[src/rtl/a2d_pkg.sv]
// Shared types and constants for the A2D conversion scheduler.
// CURR_OVERSAMPLE_EN selects the 6-slot order that converts the current channel every other interval.
package a2d_pkg;

  typedef enum logic [2:0] {
    IDLE,
    CMD,
    WAIT1,
    GAP,
    READ,
    WAIT2
  } state_e;

  localparam logic [2:0] CH_BATT   = 3'd0;
  localparam logic [2:0] CH_CURR   = 3'd1;
  localparam logic [2:0] CH_BRAKE  = 3'd3;
  localparam logic [2:0] CH_TORQUE = 3'd4;

`ifdef CURR_OVERSAMPLE_EN
  localparam int NUM_SLOTS = 6;
`else
  localparam int NUM_SLOTS = 4;
`endif

  localparam int SLOT_W = $clog2(NUM_SLOTS);

  localparam int INTV_W_FAST = 8;
  localparam int INTV_W_SLOW = 14;

  // Converter command word: channel select in bits [13:11], all else zero.
  function automatic logic [15:0] conv_cmd(input logic [2:0] chnl);
    return {2'b00, chnl, 11'h000};
  endfunction

endpackage

[src/rtl/a2d_slot_seq.sv]
// Slot pointer and slot-to-channel map for the A2D scheduler.
// CURR_OVERSAMPLE_EN switches between the 4-slot and 6-slot channel orders.
module a2d_slot_seq
  import a2d_pkg::*;
(
  input  logic       clk,
  input  logic       rst_n,
  input  logic       advance,
  output logic [2:0] chnl
);

  logic [SLOT_W-1:0] slot_q, slot_d;

  always_comb begin
    slot_d = slot_q;
    if (advance) begin
      slot_d = (slot_q == SLOT_W'(NUM_SLOTS - 1)) ? '0 : slot_q + SLOT_W'(1);
    end
  end

  // NOTE: sequential state uses non-blocking assignments so every flop samples pre-edge values.
  always_ff @(posedge clk or negedge rst_n) begin
    if (!rst_n) slot_q <= '0;
    else        slot_q <= slot_d;
  end

  // NOTE: chnl gets a default before the case so no path leaves it unassigned (no latch).
  always_comb begin
    chnl = CH_BATT;
`ifdef CURR_OVERSAMPLE_EN
    case (slot_q)
      3'd0:    chnl = CH_BATT;
      3'd1:    chnl = CH_CURR;
      3'd2:    chnl = CH_BRAKE;
      3'd3:    chnl = CH_CURR;
      3'd4:    chnl = CH_TORQUE;
      3'd5:    chnl = CH_CURR;
      default: chnl = CH_BATT;
    endcase
`else
    case (slot_q)
      2'd0:    chnl = CH_BATT;
      2'd1:    chnl = CH_CURR;
      2'd2:    chnl = CH_BRAKE;
      2'd3:    chnl = CH_TORQUE;
      default: chnl = CH_BATT;
    endcase
`endif
  end

endmodule

[src/rtl/a2d_conv_sched.sv]
// Sequences the external A2D over the shared SPI master: one channel per sample interval, round-robin.
// Define CURR_OVERSAMPLE_EN to convert the current channel every other interval.
module a2d_conv_sched
  import a2d_pkg::*;
#(
  parameter bit FAST_SIM = 1'b1
) (
  input  logic        clk,
  input  logic        rst_n,
  input  logic        done,
  input  logic [15:0] resp,
  output logic        snd,
  output logic [15:0] cmd,
  output logic [11:0] batt,
  output logic [11:0] curr,
  output logic [11:0] brake,
  output logic [11:0] torque,
  output logic        smpl_vld,
  output logic [2:0]  smpl_chnl
);

  localparam int INTV_W = FAST_SIM ? INTV_W_FAST : INTV_W_SLOW;

  logic [INTV_W-1:0] intv_q, intv_d;
  logic              trig;

  state_e            state_q, state_d;
  logic              snd_q, snd_d;
  logic [15:0]       cmd_q, cmd_d;
  logic [11:0]       batt_q, batt_d, curr_q, curr_d, brake_q, brake_d, torque_q, torque_d;
  logic              smpl_vld_q, smpl_vld_d;
  logic [2:0]        smpl_chnl_q, smpl_chnl_d;

  logic              advance;
  logic [2:0]        chnl;

  // The converter's status nibble carries nothing the scheduler needs.
  logic unused_resp_hi;
  assign unused_resp_hi = ^resp[15:12];

  a2d_slot_seq u_slot_seq (
    .clk     (clk),
    .rst_n   (rst_n),
    .advance (advance),
    .chnl    (chnl)
  );

  always_comb begin
    intv_d = intv_q + INTV_W'(1);
    trig   = &intv_q;
  end

  // Two SPI transactions per conversion: channel select, then a dummy word that clocks the result out.
  always_comb begin
    state_d = state_q;
    snd_d   = 1'b0;
    cmd_d   = cmd_q;
    advance = 1'b0;
    unique case (state_q)
      IDLE: begin
        if (trig) begin
          state_d = CMD;
          snd_d   = 1'b1;
          cmd_d   = conv_cmd(chnl);
        end
      end
      CMD:   state_d = WAIT1;
      WAIT1: begin
        if (done) begin
          state_d = GAP;
          cmd_d   = 16'h0000;
        end
      end
      GAP: begin
        state_d = READ;
        snd_d   = 1'b1;
      end
      READ:  state_d = WAIT2;
      WAIT2: begin
        if (done) begin
          state_d = IDLE;
          advance = 1'b1;
        end
      end
      default: state_d = IDLE;
    endcase
  end

  always_comb begin
    batt_d      = batt_q;
    curr_d      = curr_q;
    brake_d     = brake_q;
    torque_d    = torque_q;
    smpl_vld_d  = advance;
    smpl_chnl_d = smpl_chnl_q;
    if (advance) begin
      smpl_chnl_d = chnl;
      case (chnl)
        CH_BATT:   batt_d   = resp[11:0];
        CH_CURR:   curr_d   = resp[11:0];
        CH_BRAKE:  brake_d  = resp[11:0];
        CH_TORQUE: torque_d = resp[11:0];
        default:   ;
      endcase
    end
  end

  // NOTE: every flop here is reset; these are a few control and result registers, not a memory array.
  always_ff @(posedge clk or negedge rst_n) begin
    if (!rst_n) begin
      intv_q      <= '0;
      state_q     <= IDLE;
      snd_q       <= 1'b0;
      cmd_q       <= 16'h0000;
      batt_q      <= '0;
      curr_q      <= '0;
      brake_q     <= '0;
      torque_q    <= '0;
      smpl_vld_q  <= 1'b0;
      smpl_chnl_q <= '0;
    end else begin
      intv_q      <= intv_d;
      state_q     <= state_d;
      snd_q       <= snd_d;
      cmd_q       <= cmd_d;
      batt_q      <= batt_d;
      curr_q      <= curr_d;
      brake_q     <= brake_d;
      torque_q    <= torque_d;
      smpl_vld_q  <= smpl_vld_d;
      smpl_chnl_q <= smpl_chnl_d;
    end
  end

  assign snd       = snd_q;
  assign cmd       = cmd_q;
  assign batt      = batt_q;
  assign curr      = curr_q;
  assign brake     = brake_q;
  assign torque    = torque_q;
  assign smpl_vld  = smpl_vld_q;
  assign smpl_chnl = smpl_chnl_q;

endmodule

[config.mk]
export PLATFORM = sky130hd
export DESIGN_NAME = a2d_conv_sched
export DESIGN_NICKNAME = d
export VERILOG_FILES = /design/src/rtl/a2d_pkg.sv /design/src/rtl/a2d_slot_seq.sv /design/src/rtl/a2d_conv_sched.sv
export SDC_FILE = /design/constraint.sdc
export NUM_CORES = 1
export LEC_CHECK = 0
export CORE_ASPECT_RATIO = 1.75
export CORE_UTILIZATION = 60
export DETAILED_ROUTE_END_ITERATION = 10
export DONT_BUFFER_PORTS = 1
export PLACE_DENSITY_LB_ADDON = 0.12
export RECOVER_POWER = 50
export SYNTH_ARGS = -nofsm -noshare
export SYNTH_HDL_FRONTEND = slang
export SYNTH_SLANG_ARGS = --single-unit
export TNS_END_PERCENT = 1
[constraint.sdc]
create_clock -name clk -period 3.34 [get_ports clk]
set_input_delay 0.835 -clock clk [delete_from_list [all_inputs] [get_ports clk]]
set_output_delay 0.835 -clock clk [all_outputs]
set_load 0.005 [all_outputs]
=== After elaboration in Yosys (flattened, before gate mapping) ===
Cells that the tools add are included.

* Bits in registers: 82
* Input bits: 19
* Output and inout port bits: 69
* Logic and storage cells: 51

* Add/subtract/negate cells: 2
* Eq/ne operators: 14
* Mux-type cells: 13
* Reduce and logical (&&, ||, !) cells: 11

{| class="wikitable"
|+ Operators with widths
! cell !! count
|-
| 16-bit 2-to-1 mux || 2
|-
| 16-bit one-hot mux with 2 select lines || 1
|-
| 3-bit one-hot mux with 6 select lines || 1
|-
| 3-bit one-hot mux with 4 select lines || 1
|-
| 3-bit by 2-bit == test with 1-bit output (second input constant) || 3
|-
| 3-bit == test (second input constant) || 3
|-
| 3-bit 2-to-1 mux || 3
|-
| 8-bit by 1-bit adder with 8-bit output (second input constant) || 1
|-
| 2-bit AND reduction || 4
|-
| 8-bit AND reduction || 1
|-
| 3-bit by 1-bit == test with 1-bit output (second input constant) || 2
|-
| 3-bit logical NOT || 2
|-
| 2-bit != test (second input constant) || 3
|-
| 3-bit AND reduction || 2
|-
| 2-bit == test (second input constant) || 2
|-
| 1-bit 2-to-1 mux || 3
|-
| 2-bit by 1-bit adder with 2-bit output (second input constant) || 1
|-
| 2-bit by 1-bit == test with 1-bit output (second input constant) || 1
|-
| 2-bit logical NOT || 1
|-
| 2-bit 2-to-1 mux || 1
|-
| 1-bit one-hot mux with 2 select lines || 1
|-
| 2-bit nonzero test || 1
|}

=== Logic depth before layout (Yosys ltp) ===
Gate-level depths: netlist (run 1).

* Depth after elaboration: 4
* Gate-level depth with buffers: 6

=== Cells and area by module ===
A second synthesis (run 1) with hierarchy kept.

* Cells, all modules: 201
* Area, all modules: 2840.2 sq um

{| class="wikitable"
|+ Modules (own cells, without submodules)
! module !! instances !! cells each !! area an instance (sq um) !! sequential area each (sq um)
|-
| a2d_conv_sched || 1 || 191 || 2720.1 || 1676.6
|-
| a2d_slot_seq || 1 || 10 || 120.1 || 50.0
|}

=== Least setup slack after synthesis (run 1) ===
OpenSTA, ideal clock, no wires.

* Path kind: input-to-reg
* From: input done
* To: register brake_q[10], in the netlist brake[10]
* Arrival time: 1599 ps
* Setup slack: 1616 ps
* Cell stages on the path: 5
* Buffers on the path: 1
* Cells stage by stage: nand4b_4 > clkinv_4 > nand2_4 > buf_6 > mux2_4

* Cells in the longest elaborated chain, start to end: 3

{| class="wikitable"
|+ Ends and longest elaborated chain
! what !! line !! text
|-
| start: declaration || a2d_conv_sched.sv:10 || <nowiki>input logic done,</nowiki>
|-
| 1-bit 2-to-1 mux || a2d_conv_sched.sv:80 || <nowiki>if (done) begin</nowiki>
|-
| 1-bit 2-to-1 mux || a2d_conv_sched.sv:59 || <nowiki>unique case (state_q)</nowiki>
|-
| named net advance || a2d_conv_sched.sv:34 || <nowiki>logic advance;</nowiki>
|-
| 2-bit AND reduction (no source line) || - ||
|-
| end signal: assignment || a2d_conv_sched.sv:128 || <nowiki>brake_q <= brake_d;</nowiki>
|-
| end: declaration || a2d_conv_sched.sv:30 || <nowiki>logic [11:0] batt_q, batt_d, curr_q, curr_d, brake_q, brake_d, torque_q, torque_d;</nowiki>
|}

The timed path passes the listed nets, and every way through them passes these cells.
A chain may end at the register's enable or synchronous reset.

=== Final worst setup path (run 1) ===
* From: register state_q[1]
* To: register brake_q[1], in the netlist brake[1]

* Cells in the longest elaborated chain, start to end: 3

{| class="wikitable"
|+ Ends and longest elaborated chain
! what !! line !! text
|-
| start: declaration || a2d_conv_sched.sv:27 || <nowiki>state_e state_q, state_d;</nowiki>
|-
| start signal: assignment || a2d_conv_sched.sv:123 || <nowiki>state_q <= state_d;</nowiki>
|-
| 3-bit == test || a2d_conv_sched.sv:59 ||
|-
| 1-bit 2-to-1 mux || a2d_conv_sched.sv:59 ||
|-
| named net advance || a2d_conv_sched.sv:34 ||
|-
| 2-bit AND reduction (no source line) || - ||
|}

The timed path passes the listed nets, and every way through them passes these cells.

==> results of run 1 <==
flip-flops by register name, summed over array words and instances, names as in the netlist:
signal,count
intv_q,8
snd,1
smpl_vld,1
cmd,3
batt,12
brake,12
torque,12
state_q,3
u_slot_seq.slot_q,1
smpl_chnl,3
curr,12
power breakdown:
group / internal, mW / total, mW / switching (mW)
Clock: 0.363 / 0.657 / 0.294
Combinational: 0.355 / 0.515 / 0.160
Sequential: 1.10 / 1.37 / 0.264
logic make-up (layout without fill, tap and decap cells):
family | count (synthesis) | count (layout) | synth area share [%]
buf+inv | 25 | 20 | 6.32
fa+ha+maj | 6 | 6 | 2.48
xor+xnor | 7 | 7 | 2.02
compound gates | 7 | 7 | 1.36
mux | 51 | 51 | 23.7
flops | 68 | 68 | 56.2
other cells | 1 | 13 | 0.124
simple gates | 38 | 38 | 7.81
layer usage:
metal / global-route usage [%] / vias to the layer above
li1: - / 664
met1: 22.8 / 774
met2: 33.6 / 62
met3: 6.59 / 6
met4: 10.0 / 0
met5: 0 / -
Yosys cell counts, types with 2 or more instances:
library cell / number / share of area [%]
nand3_1: 3 / 0.50
buf_6: 5 / 1.9
nand4_1: 2 / 0.41
dfrtp_1: 68 / 56
o21ai_0: 3 / 0.50
ha_1: 6 / 2.5
nor2_1: 2 / 0.25
xnor2_1: 6 / 1.7
inv_1: 3 / 0.37
mux2_4: 39 / 19
nand2_4: 4 / 1.5
buf_4: 14 / 3.5
mux2_2: 9 / 3.3
or3_1: 2 / 0.41
buf_2: 2 / 0.33
nand2_1: 17 / 2.1
mux2i_1: 3 / 0.99
metrics by stage:
stage | utilization (%) | instance area, sq um | power, mW | hold WS (ns) | cells
3_5_place_dp | 62.5 | 2970 | 1.91 | 0.435 | 246
5_1_grt | 66.2 | 3140 | 2.67 | 0.166 | 262
6_report | 66.2 | 3140 | 2.54 | 0.189 | 262
4_1_cts | 66.7 | 3170 | 2.58 | 0.168 | 262
3_3_place_gp | 62.5 | 2970 | 1.88 | 0.430 | 246
2_1_floorplan | - | 3070 | 1.82 | 0.414 | 215
worst register-to-register path, cell delays in order (launching register included):
cell and delay (ns):
dfrtp_1 0.49, nand4b_1 0.25, clkinvlp_2 0.49, nand2_4 0.44, mux2_2 0.39
layout by cell type, fill, tap and decap left out:
cell | Yosys | routed
dfrtp_1 | 68 | 68
mux2_4 | 39 | 39
nand2_1 | 17 | 17
conb_1 | 1 | 13
clkbuf_8 | 0 | 10
mux2_2 | 9 | 9
xnor2_1 | 6 | 6
ha_1 | 6 | 6
nand2_4 | 4 | 4
nand3_1 | 3 | 3
inv_1 | 3 | 3
o21ai_0 | 3 | 3
mux2i_1 | 3 | 3
nand4_1 | 2 | 2
or3_1 | 2 | 2
nor2_1 | 2 | 2
clkinvlp_4 | 0 | 2
clkinv_2 | 0 | 2
or4_1 | 1 | 1
a21oi_1 | 1 | 1
and3_1 | 1 | 1
and2_0 | 0 | 1
xor2_1 | 1 | 1
nand4b_1 | 0 | 1
clkinvlp_2 | 0 | 1
o21bai_1 | 1 | 1
nand2b_1 | 1 | 1
nand4bb_1 | 1 | 1
a21o_1 | 1 | 1
or3b_2 | 1 | 1
nor3_1 | 0 | 1
o22ai_1 | 1 | 1
clkinv_4 | 1 | 1
bufinv_16 | 0 | 1
path summary, 6_finish.rpt:
path                       depth (start not counted)  slack [ns]  startpoint   endpoint
max in group asynchronous                          0        3.06       rst_n  intv_q[5]
hold reg to reg                                    1        0.44   intv_q[0]  intv_q[0]
hold / removal                                     0        0.19       rst_n  torque[5]
setup / recovery                                   4        1.16  state_q[1]   brake[1]
setup reg to reg                                   4        1.16  state_q[1]   brake[1]
min in group clk                                   1        0.44   intv_q[0]  intv_q[0]
final cells by class:
cell class | instances | area [sq um]
clock buffers | 10 | 138
fillers | 330 | 1600
multi-input cells | 122 | 1160
inverters | 4 | 16.3
well taps | 52 | 65.1
flip-flops and latches | 68 | 1700
clock inverters | 6 | 63.8
==> flow_summary.yaml, run 1 <==
critical_path:
  required_ns: 3.56
  worstPathArrival_ns: 2.39
  critical_path.slowest_cell: "dfrtp_1"
  cp_max_fo: 13
  crit_family: "simple AND/OR/NAND/NOR gates"
  worstSetupPathType: "reg -> reg"
  path_cells: "nand4b_1, clkinvlp_2, nand2_4, mux2_2"
  start_kind: "flop"
  cpPeakStageDelay_ns: 0.49
  worstPathBufferInverterCount: 1
  endpoint_kind: "flop"
clocking:
  clockRootBuffer: "clkbuf_8"
  clk_pin_slew_ns: 0.07
  htree_levels: 3
  cts.sinks: 68
  postCtsHoldBufs: 0
  clock_latency_ns: 0.33
  cts_buffer_depth: 2
  cts_tree: "yes"
  numCtsBuffers: 9
  post-cts-setup-buffers: 0
  cts_resized: 0
global_route:
  track_usage_pct: 20.0
  antenna_found_initial: 0
  grt_start_max_net_pins: 69
  grt_pass1_wl_microns: 7930
  grt_overflow: 0
  grt_pass1_vias: 1566
place:
  pre_cts_slack_ns: 1.49
  place_hpwl_microns: 3440
  portBuffers: 0
  gp_congestion: 0.733
timing:
  hold_viol_final: 0
  setup_viol: 0
  period_needed_ns: 2.18
  drv_slew: 0
  grt_setup_unrepaired: "false"
  fmax_ghz: 0.459
  fin_crit_sh_pct: 65.2
  setup_tns_ns: 0
  maxSlewHeadroom_pct: 59.6
  tightestPinTransition_ns: 0.601
  setup_slack_ns: 1.16
  finClkSkew_ns: 0.00547
route:
  routed.top_layer: "met4"
  dr_wl_met2_microns: 2660
  ant_nets: 0
  drt_iter0_drc: 41
  viasPerCell: 5.75
  wl_met1_microns: 1920
  drc: 0
  dr_total_vias: 1506
  drt_first_pass_iters: 4
  wl_per_cell_microns: 19.1
  drt_wl_total_microns: 5010
  met3_wirelength_microns: 365
floorplan:
  io_pins: 88
  die_w_microns: 55.7
  fp.dieArea_sq_um: 5350
  core-area_sq_um: 4750
  die_h_microns: 96.0
  start_util_pct: 63.8
  num_rows: 33
final_layout:
  nets: 230
  drive_gt1_share_pct: 33.3
  antenna_cells: 0
  synthToLayoutAreaGrowth_pct: 3.84
power_and_ir_drop:
  p_per_area_nw_per_um2: 807
  ir_drop_uv: 844
  p_leak_nw: 1.69
yosys:
  syn_inst: 203
  netlist_area_sq_um: 3030
  postSynth.asyncResetShare_pct: 100
  synth_edf_count: 0
  synth_cell_types: 32
  yosysWarnings: 0
  avgSynthCellArea_sq_um: 14.9
  synth-seq-cells: 68
  ys.flop_type: "dfrtp_1"
  ys_seq_area_share_pct: 56.2
run:
  maxCapViolCount: 0
status:
  outcome: "completed"
min_path:
  worstHoldPathType: "in -> async"
Power figures use the tool's default switching activity.
==> run 2: changes to the inputs <==
Clock period 3.34 ns to 2.1 ns, I/O delays scaled along.
==> run 2 against run 1 <==
- the run now ends with negative hold slack left
- setup slack got worse by 0.80 ns
- sequential share of layout area fell by 0.53 points
- clock skew fell by 0.0012 ns
- count of clock-buffer cells in the layout rose by 1
- global-route usage rose by 0.97 points
- critical endpoint is now batt[0]
==> flow_summary.yaml, run 2 (synthesized netlist as in run 1, its figures left out) <==
critical_path:
  setup.worst_path.start: "state_q[1]"
  start_kind: "flop"
  worstSetupPathType: "reg -> reg"
  cp_max_fo: 12
  r2r_cells: 4
  required_ns: 2.32
  rrSetupSlack_ns: 0.36
  worstPathArrival_ns: 1.96
  r2r_end: "batt[0]"
  endpoint_kind: "flop"
  reg2reg_from: "state_q[1]"
final_layout:
  final_common_cell: "dfrtp_1"
  drive_gt1_share_pct: 33.5
  final_core_util_pct: 66.9
  final_area_sq_um: 3180
  synthToLayoutAreaGrowth_pct: 4.88
  nFillCells: 345
  most-common-layout-cells: "dfrtp_1, mux2_4, nand2_1"
  antenna_cells: 0
  nets: 230
global_route:
  grt_overflow: 0
  track_usage_pct: 20.9
  grt_start_max_net_pins: 69
  antenna_found_initial: 0
  grt_pass1_wl_microns: 8110
  grt_pass1_vias: 1557
route:
  wl_per_cell_microns: 19.8
  drt_first_pass_iters: 4
  viasPerCell: 5.61
  drt_iter0_drc: 41
  ant_nets: 0
  drt_wl_total_microns: 5160
  drc: 0
  dr_total_vias: 1463
floorplan:
  start_util_pct: 63.8
  die_h_microns: 96.0
  fp.dieArea_sq_um: 5350
  die_w_microns: 55.7
  io_pins: 88
  num_rows: 33
  core-area_sq_um: 4750
clocking:
  numCtsBuffers: 9
  clock_latency_ns: 0.34
  htree_levels: 3
  cts_tree: "yes"
  cts_buffer_depth: 2
  clockRootBuffer: "clkbuf_8"
  clk_pin_slew_ns: 0.07
  cts.sinks: 68
place:
  portBuffers: 0
  place_hpwl_microns: 3500
  gp_congestion: 0.745
  placed_cell_area_sq_um: 2970
timing:
  finClkSkew_ns: 0.00429
  fin_crit_sh_pct: 82.7
  hold_ws_ns: -0.126
  hold_viol_final: 68
  grt_setup_unrepaired: "false"
  drv_slew: 0
  period_needed_ns: 1.74
  setup_viol: 0
  fmax_ghz: 0.576
  setup_tns_ns: 0
min_path:
  worstHoldPathType: "in -> async"
power_and_ir_drop:
  p_leak_nw: 1.71
  p_per_area_nw_per_um2: 1310
  ir_drop_uv: 846
  totalPowerFinal_mw: 4.17
run:
  maxCapViolCount: 0
status:
  outcome: "complete, but fails checks"
  violations: "negative hold slack"
run 2: worst max-delay path by stage:
| stage | end | slack, ns | cells past startpoint |
|---|---|---|---|
| 6_report | batt[0] | 0.36 | 4 |
| 4_1_cts | brake[2] | 0.48 | 4 |
| 5_1_grt | brake[1] | 0.27 | 4 |
| 2_1_floorplan | brake[10] | 0.68 | 6 |
| 3_3_place_gp | brake[2] | 0.53 | 4 |
| 3_5_place_dp | brake[2] | 0.48 | 4 |
run 2: what timing repair did:
action                    CTS  global route
hold endpoints to repair   68            68
resized for setup           0             0
buffers inserted            0             0
run 2: critical path, cell delays in order, from the launching register on:
cell and delay (ns):
dfrtp_1 0.49, nand4b_1 0.30, clkinv_4 0.18, nand2_4 0.28
mux2_2 0.37
run 2: layout make-up:
cell class	count	area, sq um	share of cell area, %
Clock buffer	11	151	4.77
Tap cell	52	65.1	2.05
Multi-Input combinational cell	122	1160	36.7
Sequential cell	68	1700	53.6
Clock inverter	4	72.6	2.29
Inverter	4	20.0	0.630
run 2: stage by stage:
stage          setup slack [ns]  instances
6_report                  0.363        261
5_1_grt                   0.267        261
4_1_cts                   0.481        261
3_5_place_dp              0.484        246
3_3_place_gp              0.532        246
2_1_floorplan             0.678        215
run 2: metal layers:
layer	track usage, %	vias to the layer above	routed length (microns)
met1	23.0	732	1960
met2	34.8	55	2740
met5	0	-	0
met4	11.3	0	129
met3	8.33	12	333
li1	-	664	-
run 2: power breakdown:
group          switching [mW]  internal (mW)  total, mW  leakage [nW]
clock                   0.449          0.724       1.17         0.111
sequential              0.418           1.75       2.17         0.899
combinational           0.260          0.565      0.825         0.695
total                    1.13           3.04       4.17          1.71
